### config.mk
export PLATFORM = sky130hd
export DESIGN_NAME = irq_ctrl_flat
export DESIGN_NICKNAME = d
export VERILOG_FILES = /design/src/rtl/irq_pkg.sv /design/src/rtl/irq_ctrl_if.sv /design/src/rtl/irq_prio_enc.sv /design/src/rtl/irq_ctrl.sv /design/src/flat_wrapper.sv
export SDC_FILE = /design/constraint.sdc
export NUM_CORES = 1
export LEC_CHECK = 0
export BUFFER_PORTS_ARGS = -buffer_cell sky130_fd_sc_hd__buf_2
export CAP_MARGIN = 25
export CORE_UTILIZATION = 43
export CTS_BUF_LIST = sky130_fd_sc_hd__clkbuf_16
export DETAILED_ROUTE_END_ITERATION = 8
export PLACE_DENSITY = 0.76
export SLEW_MARGIN = 20
export SYNTH_ARGS = -nofsm -noshare
export SYNTH_HDL_FRONTEND = slang
export SYNTH_SLANG_ARGS = --single-unit
export TNS_END_PERCENT = 5
### constraint.sdc
create_clock -name clk -period 4.1 [get_ports clk]
set_input_delay 0.615 -clock clk [delete_from_list [all_inputs] [get_ports clk]]
set_output_delay 0.615 -clock clk [all_outputs]
set_load 0.05 [all_outputs]
### src/rtl/irq_pkg.sv
// Shared types and defaults for the interrupt controller slice.
// Latency: n/a (types, constants and a pure helper function only).
// Backpressure: n/a.
package irq_pkg;

  typedef enum logic [1:0] {
    IDLE     = 2'd0,
    ALERT    = 2'd1,
    WAIT_ACK = 2'd2,
    SERVICE  = 2'd3
  } irq_state_e;

  localparam logic [31:0] DEF_VEC_BASE   = 32'h0000_0100;
  localparam logic [31:0] DEF_VEC_STRIDE = 32'd16;

  // Handler entry point for a source; 32-bit wrap is intended.
  function automatic logic [31:0] calc_vec(input logic [31:0] base,
                                           input logic [31:0] stride,
                                           input logic [31:0] id);
    return base + id * stride;
  endfunction

endpackage

### src/rtl/irq_ctrl_if.sv
// Bundle of source, enable, fetch-handshake and status signals of the interrupt controller.
// Latency: none (wires only).
// Backpressure: fetch acknowledges with interrupt; the controller re-alerts until it does.
interface irq_ctrl_if #(
  parameter int NUM_SRC = 8
);
  localparam int ID_W = $clog2(NUM_SRC);

  logic [NUM_SRC-1:0] irq_src;
  logic [NUM_SRC-1:0] irq_enable;
  logic               interrupt;
  logic               irq_done;
  logic               alert;
  logic               interrupt_mask;
  logic [ID_W-1:0]    irq_id;
  logic [31:0]        vector_pc;
  logic [NUM_SRC-1:0] pending;

  // Controller side
  modport master (
    input  irq_src, irq_enable, interrupt, irq_done,
    output alert, interrupt_mask, irq_id, vector_pc, pending
  );

  // Fetch / source side
  modport slave (
    output irq_src, irq_enable, interrupt, irq_done,
    input  alert, interrupt_mask, irq_id, vector_pc, pending
  );

endinterface

### src/rtl/irq_prio_enc.sv
// Picks the lowest-index asserted request and flags whether any request exists.
// Latency: purely combinational.
// Backpressure: none.
module irq_prio_enc #(
  parameter  int NUM_SRC = 8,
  localparam int ID_W    = $clog2(NUM_SRC)
) (
  input  logic [NUM_SRC-1:0] req,
  output logic               vld,
  output logic [ID_W-1:0]    id
);

  // Scan from the top down so the lowest asserted index is the last one written.
  always_comb begin
    vld = 1'b0;
    id  = '0;
    for (int i = NUM_SRC - 1; i >= 0; i--) begin
      if (req[i]) begin
        vld = 1'b1;
        id  = ID_W'(i);
      end
    end
  end

endmodule

### src/rtl/irq_ctrl.sv
// Interrupt controller: latches sources, alerts fetch for the lowest eligible one, masks until irq_done.
// Latency: eligible pending -> alert 1 cycle; ack -> interrupt_mask 1 cycle. IRQ_EDGE_DETECT_EN selects edge mode.
// Backpressure: no ack within ACK_TIMEOUT cycles re-pulses alert with the same id; new sources only pend.
module irq_ctrl
  import irq_pkg::*;
#(
  parameter int          NUM_SRC     = 8,
  parameter logic [31:0] VEC_BASE    = DEF_VEC_BASE,
  parameter logic [31:0] VEC_STRIDE  = DEF_VEC_STRIDE,
  parameter int          ACK_TIMEOUT = 16
) (
  input logic        clk,
  input logic        rst_n,
  irq_ctrl_if.master bus
);

  localparam int ID_W  = $clog2(NUM_SRC);
  localparam int CNT_W = $clog2(ACK_TIMEOUT);

  irq_state_e         state;
  logic [CNT_W-1:0]   cnt;
  logic [NUM_SRC-1:0] pend_q;
  logic [NUM_SRC-1:0] set_vec;
  logic [NUM_SRC-1:0] clr_vec;
  logic               win_vld;
  logic [ID_W-1:0]    win_id;
  logic               ack_take;
  logic               alert_q;
  logic               mask_q;
  logic [ID_W-1:0]    id_q;
  logic [31:0]        vec_q;

  irq_prio_enc #(.NUM_SRC(NUM_SRC)) u_prio (
    .req (pend_q & bus.irq_enable),
    .vld (win_vld),
    .id  (win_id)
  );

  // Fetch's acknowledge only counts while a handshake is in flight.
  assign ack_take = bus.interrupt && (state == ALERT || state == WAIT_ACK);

`ifdef IRQ_EDGE_DETECT_EN
  logic [NUM_SRC-1:0] src_q;

  // Previous source levels for rising-edge detection; a source high out of reset counts as an edge.
  always_ff @(posedge clk) begin
    if (!rst_n) src_q <= '0;
    else        src_q <= bus.irq_src;
  end

  // Rising edges pend a source.
  always_comb begin
    set_vec = bus.irq_src & ~src_q;
  end
`else
  // Level mode: an asserted source pends every cycle it is high.
  always_comb begin
    set_vec = bus.irq_src;
  end
`endif

  // Entering SERVICE retires the winner's pending bit.
  always_comb begin
    clr_vec = '0;
    if (ack_take) clr_vec[id_q] = 1'b1;
  end

  // Pending register; a same-cycle set wins over the service-entry clear.
  always_ff @(posedge clk) begin
    if (!rst_n) pend_q <= '0;
    else        pend_q <= (pend_q & ~clr_vec) | set_vec;
  end

  // Handshake FSM with registered alert/mask/id/vector outputs and the ack timeout counter.
  always_ff @(posedge clk) begin
    if (!rst_n) begin
      state   <= IDLE;
      cnt     <= '0;
      alert_q <= 1'b0;
      mask_q  <= 1'b0;
      id_q    <= '0;
      vec_q   <= VEC_BASE;
    end else begin
      alert_q <= 1'b0;
      case (state)
        IDLE: begin
          if (win_vld) begin
            state   <= ALERT;
            alert_q <= 1'b1;
            id_q    <= win_id;
            vec_q   <= calc_vec(VEC_BASE, VEC_STRIDE, 32'(win_id));
          end
        end
        ALERT: begin
          cnt <= '0;
          if (bus.interrupt) begin
            state  <= SERVICE;
            mask_q <= 1'b1;
          end else begin
            state <= WAIT_ACK;
          end
        end
        WAIT_ACK: begin
          cnt <= cnt + 1'b1;
          if (bus.interrupt) begin
            state  <= SERVICE;
            mask_q <= 1'b1;
          end else if (cnt == CNT_W'(ACK_TIMEOUT - 1)) begin
            state   <= ALERT;
            alert_q <= 1'b1;
          end
        end
        SERVICE: begin
          if (bus.irq_done) begin
            state  <= IDLE;
            mask_q <= 1'b0;
          end
        end
        default: state <= IDLE;
      endcase
    end
  end

  assign bus.alert          = alert_q;
  assign bus.interrupt_mask = mask_q;
  assign bus.irq_id         = id_q;
  assign bus.vector_pc      = vec_q;
  assign bus.pending        = pend_q;

endmodule

### src/flat_wrapper.sv
// flat-port wrapper written by rule: the top's interface ports become plain ports
module irq_ctrl_flat import irq_pkg::*;
#(
  parameter int          NUM_SRC     = 8,
  parameter logic [31:0] VEC_BASE    = DEF_VEC_BASE,
  parameter logic [31:0] VEC_STRIDE  = DEF_VEC_STRIDE,
  parameter int          ACK_TIMEOUT = 16
)
  (clk, rst_n, bus_irq_src, bus_irq_enable, bus_interrupt, bus_irq_done, bus_alert, bus_interrupt_mask, bus_irq_id, bus_vector_pc, bus_pending);
  irq_ctrl_if #(.NUM_SRC(NUM_SRC)) bus_i ();
  input logic clk;
  input logic rst_n;
  input wire logic [$bits(bus_i.irq_src)-1:0] bus_irq_src;
  input wire logic [$bits(bus_i.irq_enable)-1:0] bus_irq_enable;
  input wire logic [$bits(bus_i.interrupt)-1:0] bus_interrupt;
  input wire logic [$bits(bus_i.irq_done)-1:0] bus_irq_done;
  output wire logic [$bits(bus_i.alert)-1:0] bus_alert;
  output wire logic [$bits(bus_i.interrupt_mask)-1:0] bus_interrupt_mask;
  output wire logic [$bits(bus_i.irq_id)-1:0] bus_irq_id;
  output wire logic [$bits(bus_i.vector_pc)-1:0] bus_vector_pc;
  output wire logic [$bits(bus_i.pending)-1:0] bus_pending;
  assign bus_i.irq_src = bus_irq_src;
  assign bus_i.irq_enable = bus_irq_enable;
  assign bus_i.interrupt = bus_interrupt;
  assign bus_i.irq_done = bus_irq_done;
  assign bus_alert = bus_i.alert;
  assign bus_interrupt_mask = bus_i.interrupt_mask;
  assign bus_irq_id = bus_i.irq_id;
  assign bus_vector_pc = bus_i.vector_pc;
  assign bus_pending = bus_i.pending;
  irq_ctrl #(.NUM_SRC(NUM_SRC), .VEC_BASE(VEC_BASE), .VEC_STRIDE(VEC_STRIDE), .ACK_TIMEOUT(ACK_TIMEOUT)) u_core (.clk(clk), .rst_n(rst_n), .bus(bus_i));
endmodule
* Word level (Yosys, flattened, before mapping)
Index checks and enable logic that the tools add are counted. Widths: inputs -> output; s select.
Cells by class: magnitude comparators 2, equal/unequal tests 8, $add $sub $neg 2, multipliers 0, multiplexer cells 33, reduce and logical (&&, ||, !) cells 10, div/mod/pow operators 0, bitwise gates (word level) 4, shift-type cells 0
Operators by type and width (number):
- $mux 3 | 8
- $and 8x8->8 | 2
- $mux 1 | 15
- $add 9x7->10 const A | 1
- $mux 2 | 4
- $mux 8 | 1
- $not 8->8 | 1
- $or 8x8->8 | 1
- $pmux 2 s4 | 1
- $pmux 4 s2 | 1
- $reduce_and 3->1 | 2
- $add 4x1->4 const B | 1
- $eq 2x2->1 const B | 2
- $eq 4x4->1 const B | 1
- $lt 3x4->1 const B | 1
- $ne 2x2->1 const B | 2
- $pmux 1 s2 | 2
- $reduce_bool 2->1 | 2
- $demux 1 s3 | 1
- $ge 3x1->1 const B | 1
- $ne 3x3->1 const B | 1
- $eq 2x1->1 const B | 1
- $logic_and 1x1->1 | 2
- $logic_not 2->1 | 1
- other kinds (4) | 4
Storage, ports and cells: memories kept 0, logic and storage cells 66, bits in latches 0, output and inout port bits 45, bits in writable memories 0, flip-flop bits (word level) 51, bits in read-only memories 0, input port bits 20

* Logic depth before layout (Yosys ltp)
depth in word-level cells 11, mapped depth 7, mapped depth without buffers 6

* By module
A second synthesis with hierarchy kept.
Second synthesis, totals: cell total of the unflattened synthesis 162, area, all modules 1287.5 um^2
By module, submodules not included:
- irq_ctrl | sequential area each 380.4 um^2, area an instance 1207.4 um^2, instances 1, cells each 149
- irq_prio_enc | sequential area each 0.0 um^2, area an instance 80.1 um^2, instances 1, cells each 13

* Least setup slack after synthesis
OpenSTA, ideal clock, no wires.
path kind register -> output, start point register u_core.bus.irq_id[1] (netlist name), end point output port bus_vector_pc[5], data required time 3.485 ns, path buffers 1, setup slack 2.482 ns, stages on the path, launching flop included 2, arrival time 1.003 ns, path through dfxtp_1 > buf_4
RTL lines:
- to (decl) | RTL line flat_wrapper.sv:20 | output wire logic [$bits(bus_i.vector_pc)-1:0] bus_vector_pc;

* Final worst setup path
start point register u_core.state[1], end point register u_core.pend_q[0], in the netlist u_core.bus.pending[0]
On the way: longest elaborated chain between the ends 7, elaborated cells on any way between the ends 8, classes of those cells eq/ne (2); mux (1); bitwise (3); reduce/logical (2)
RTL lines:
- from (decl) | RTL line irq_ctrl.sv:20 | irq_state_e state;
- from (signal assigned) | RTL line irq_ctrl.sv:77 | state <= IDLE;
- from (signal assigned) | RTL line irq_ctrl.sv:88 | state <= ALERT;
- from (signal assigned) | RTL line irq_ctrl.sv:97 | state <= SERVICE;
- $eq 2x1->1 / $eq 2x2->1 (equally long branches) | RTL line irq_ctrl.sv:40 | assign ack_take = bus.interrupt && (state == ALERT || state == WAIT_ACK);
- $logic_or 1x1->1 (*) | RTL line irq_ctrl.sv:40
- $logic_and 1x1->1 (*) | RTL line irq_ctrl.sv:40
- $mux 8 (*) | RTL line irq_ctrl.sv:65 | if (ack_take) clr_vec[id_q] = 1'b1;
- $not 8->8 (*) | RTL line irq_ctrl.sv:71 | else pend_q <= (pend_q & ~clr_vec) | set_vec;
- $and 8x8->8 (*) | RTL line irq_ctrl.sv:71
- $or 8x8->8 (*) | RTL line irq_ctrl.sv:71
- to (signal assigned) | RTL line irq_ctrl.sv:71
- to (decl) | RTL line irq_ctrl.sv:22 | logic [NUM_SRC-1:0] pend_q;
Mark *: on every way between the ends. The rest lies on a longest branch, timed or not. A chain may end at the register's enable or synchronous reset.

==> impl_metrics.prom <==
# TYPE chip_impl_metric gauge
chip_impl_info{name="outcome",value="finished, final reports clean"} 1
chip_impl_metric{name="overall_routed_net_length",unit="µm"} 2450
chip_impl_info{name="ctsRootBufferMaster",value="sky130_fd_sc_hd__clkbuf_16"} 1
chip_impl_metric{name="dp_cells",unit=""} 203
chip_impl_info{name="ys.flop_type",value="sky130_fd_sc_hd__dfxtp_1"} 1
chip_impl_metric{name="cts_inserted_buffers",unit=""} 3
chip_impl_metric{name="pwr-share-comb",unit=""} 0.469
chip_impl_metric{name="largest_driver_fanout_on_the_critical_path",unit=""} 9
chip_impl_metric{name="ant_nets",unit=""} 0
chip_impl_metric{name="buffer_ports.inserted",unit=""} 35
chip_impl_metric{name="design.die.area",unit="µm²"} 3200
chip_impl_metric{name="layout_worst_path_cycle_share",unit=""} 0.422
chip_impl_metric{name="fmaxAchievable",unit="GHz"} 0.578
chip_impl_metric{name="grt_antenna_before_repair",unit=""} 0
chip_impl_metric{name="switching_share",unit=""} 0.470
chip_impl_info{name="rr_endpoint",value="u_core.bus.pending[0]"} 1
chip_impl_metric{name="row_count",unit=""} 19
chip_impl_metric{name="grt_max_degree",unit=""} 22
chip_impl_info{name="start_kind",value="flip-flop"} 1
chip_impl_metric{name="worst_hold_slack",unit="ns"} 0.481
chip_impl_metric{name="detail_route.vias_per_cell",unit=""} 4.98
chip_impl_metric{name="worst_case_clock_skew",unit="ns"} 0.00422
chip_impl_metric{name="critical_path_arrival",unit="ns"} 1.88
chip_impl_info{name="holdCritPathClass",value="reg2reg"} 1
chip_impl_metric{name="finalNetCount",unit=""} 202
chip_impl_metric{name="syn-mean-instance-area",unit="µm²"} 8.78
chip_impl_metric{name="required",unit="ns"} 4.25
chip_impl_metric{name="post-cts-setup-buffer-count",unit=""} 0
chip_impl_info{name="r2r-start",value="u_core.state[1]"} 1
chip_impl_info{name="tritoncts",value="yes"} 1
chip_impl_metric{name="design.portCount",unit=""} 65
chip_impl_metric{name="wire_length_of_the_first_global_routing_pass",unit="µm"} 3890
chip_impl_metric{name="cts_htree_levels",unit=""} 1
chip_impl_metric{name="synth_seq_area_share",unit=""} 0.297
chip_impl_metric{name="gp_congestion",unit=""} 0.837
chip_impl_metric{name="fin_tns_setup",unit="ns"} 0
chip_impl_metric{name="worst-r2r-setup-slack",unit="ns"} 2.37
chip_impl_metric{name="synth.lib_cells_used.distinct",unit=""} 36
chip_impl_info{name="crit_path_start",value="u_core.state[1]"} 1
chip_impl_metric{name="netlist_instances",unit=""} 146
chip_impl_metric{name="clock_path_buffers",unit=""} 2
chip_impl_metric{name="max-vdd-ir-drop",unit="mV"} 0.619
chip_impl_metric{name="instances_no_fill",unit=""} 207
chip_impl_metric{name="clkSlewWorstSetupHoldPaths",unit="ns"} 0.06
chip_impl_metric{name="dr_total_vias",unit=""} 1031
chip_impl_metric{name="floorplan.initialDensity",unit=""} 0.461
chip_impl_metric{name="grt.total_usage",unit=""} 0.154
chip_impl_metric{name="ctsResizeCount",unit=""} 0
chip_impl_metric{name="detailedPlacementHpwl",unit="µm"} 1870
chip_impl_metric{name="die_x",unit="µm"} 56.6
chip_impl_metric{name="p_sw",unit="µW"} 412
chip_impl_metric{name="p_per_area",unit="nW/µm²"} 617
chip_impl_metric{name="ys_warn_count",unit=""} 0
chip_impl_metric{name="final_core_utilization",unit=""} 0.511
chip_impl_metric{name="drtPass1Iterations",unit=""} 5
chip_impl_metric{name="hold_viol_final",unit=""} 0
chip_impl_metric{name="static-leakage-power",unit="nW"} 0.685
chip_impl_metric{name="cts.hold.buffers_added",unit=""} 0
chip_impl_metric{name="synth-edff-count",unit=""} 0
chip_impl_info{name="grt_setup_unrepaired",value="no"} 1
chip_impl_metric{name="area.growth.synth_to_final",unit="%"} 10.9
chip_impl_metric{name="die-height",unit="µm"} 56.6
chip_impl_metric{name="maxCapViolCount",unit=""} 0
chip_impl_metric{name="finalCriticalPeriod",unit="ns"} 1.73
chip_impl_metric{name="drt_first_iter_violations",unit=""} 25
chip_impl_metric{name="fillers",unit=""} 273
chip_impl_metric{name="clock_sink_count",unit=""} 19
chip_impl_metric{name="placeableCoreArea",unit="µm²"} 2780
chip_impl_metric{name="p_int",unit="µW"} 465
chip_impl_metric{name="clock_insertion_delay_at_the_later_pin_of_the_skew_report",unit="ns"} 0.25
chip_impl_metric{name="grt_pass1_vias",unit=""} 883
chip_impl_metric{name="reg2reg_depth",unit=""} 5
chip_impl_metric{name="gr-total-overflow",unit=""} 0
chip_impl_metric{name="detail_route.drc_violations",unit=""} 0
chip_impl_metric{name="setup_viol",unit=""} 0
chip_impl_metric{name="asyncSetResetFlopFracSynth",unit=""} 0
chip_impl_info{name="critPathCapture",value="u_core.bus.pending[0]"} 1
chip_impl_metric{name="slew_viol_final",unit=""} 0
chip_impl_metric{name="avgRoutedWirePerCell",unit="µm"} 11.8
chip_impl_metric{name="post_route_cells_drive_above_1_share",unit=""} 0.267
chip_impl_info{name="worst_hold_startpoint",value="u_core.bus.interrupt_mask"} 1
chip_impl_metric{name="synth.ff_latch_count",unit=""} 19
chip_impl_info{name="setup.worst_path.end_class",value="flip-flop"} 1
chip_impl_metric{name="seqPwrFrac",unit=""} 0.301
chip_impl_metric{name="synth_area",unit="µm²"} 1280
chip_impl_metric{name="clockPowerShare",unit=""} 0.230
chip_impl_metric{name="antenna_cell_count",unit=""} 0
chip_impl_info{name="path_class",value="reg2reg"} 1
## critical path, stage by stage (launching register included)
cell	delay [ns]
sky130_fd_sc_hd__dfxtp_1	0.41
sky130_fd_sc_hd__inv_1	0.10
sky130_fd_sc_hd__ha_1	0.44
sky130_fd_sc_hd__nand3b_1	0.22
sky130_fd_sc_hd__o31a_1	0.29
sky130_fd_sc_hd__o21a_1	0.16
## through the flow
step	instance area, µm²	setup WS, ns	power [mW]
CTS	1420	2.39	0.883
detailed placement	1340	2.39	0.676
global route	1420	2.24	0.926
finish	1420	2.37	0.876
global placement	1340	2.45	0.669
floorplan	1380	2.48	0.626
## power by group through the flow
stage / Clock, mW / Combinational (mW) / Sequential, mW
detailed placement: 0 / 0.408 / 0.268
global route: 0.214 / 0.441 / 0.271
floorplan: 0 / 0.289 / 0.337
global placement: 0 / 0.403 / 0.266
finish: 0.201 / 0.412 / 0.264
CTS: 0.208 / 0.411 / 0.264
## cell usage after synthesis (2+ instances only)
library cell	count	area share
sky130_fd_sc_hd__dfxtp_1	19	0.30
sky130_fd_sc_hd__a21boi_0	3	0.018
sky130_fd_sc_hd__ha_1	5	0.049
sky130_fd_sc_hd__nor3b_1	2	0.012
sky130_fd_sc_hd__nand2_1	15	0.044
sky130_fd_sc_hd__conb_1	2	0.0059
sky130_fd_sc_hd__nand3_1	5	0.020
sky130_fd_sc_hd__mux2i_1	2	0.016
sky130_fd_sc_hd__a21oi_1	4	0.016
sky130_fd_sc_hd__nand2b_1	3	0.015
sky130_fd_sc_hd__a32oi_1	2	0.014
sky130_fd_sc_hd__a22oi_2	3	0.029
sky130_fd_sc_hd__o31a_1	2	0.014
sky130_fd_sc_hd__o21ai_0	5	0.020
sky130_fd_sc_hd__o211a_1	2	0.016
sky130_fd_sc_hd__buf_2	2	0.0078
sky130_fd_sc_hd__o21a_1	16	0.094
sky130_fd_sc_hd__clkbuf_1	2	0.0059
sky130_fd_sc_hd__inv_1	4	0.012
sky130_fd_sc_hd__buf_4	32	0.19
## logic make-up (layout without fill, tap and decap cells)
group	after synthesis	in the layout	synth area share
simple gates	32	32	0.131
compound gates	45	45	0.286
mux	2	2	0.0156
buf+inv	41	44	0.216
other cells	2	29	0.00586
flops	19	19	0.297
fa+ha+maj	5	5	0.0488
## cell type report
cell class / count / area (µm²) / area share
Multi-Input combinational cell: 113 / 726 / 0.511
Sequential cell: 19 / 380 / 0.268
Timing Repair Buffer: 35 / 175 / 0.123
Clock buffer: 3 / 75.1 / 0.0528
Tap cell: 31 / 38.8 / 0.0273
Inverter: 5 / 18.8 / 0.0132
Clock inverter: 1 / 7.51 / 0.00528
## worst min-delay path by stage
stage	endpoint	slack, ns	depth (start not counted)
2_1_floorplan	u_core.cnt[1]	0.47	2
3_3_place_gp	u_core.bus.interrupt_mask	0.48	2
3_5_place_dp	u_core.bus.interrupt_mask	0.48	2
4_1_cts	u_core.bus.interrupt_mask	0.49	2
5_1_grt	u_core.cnt[1]	0.52	2
6_report	u_core.bus.interrupt_mask	0.48	2
## per-layer routing
metal	track usage	wire length, µm
met2	0.271	1190
met3	0.0438	140
met5	0	0
met1	0.189	1100
met4	0.0209	13
## placed cells by master, fill, tap and decap left out, drive strengths merged, types with 5 or more instances in the layout
cell    n
o21ai   5
buf    35
nand3   5
dfxtp  19
nand2  15
o21a   16
ha      5
inv     5
conb   29
## sequential cells by signal (all words and copies together) (netlist names)
name / cells
u_core.bus.alert: 1
u_core.cnt: 4
u_core.bus.irq_id: 3
u_core.bus.pending: 8
u_core.state: 2
u_core.bus.interrupt_mask: 1
Power figures use the tool's default switching activity.
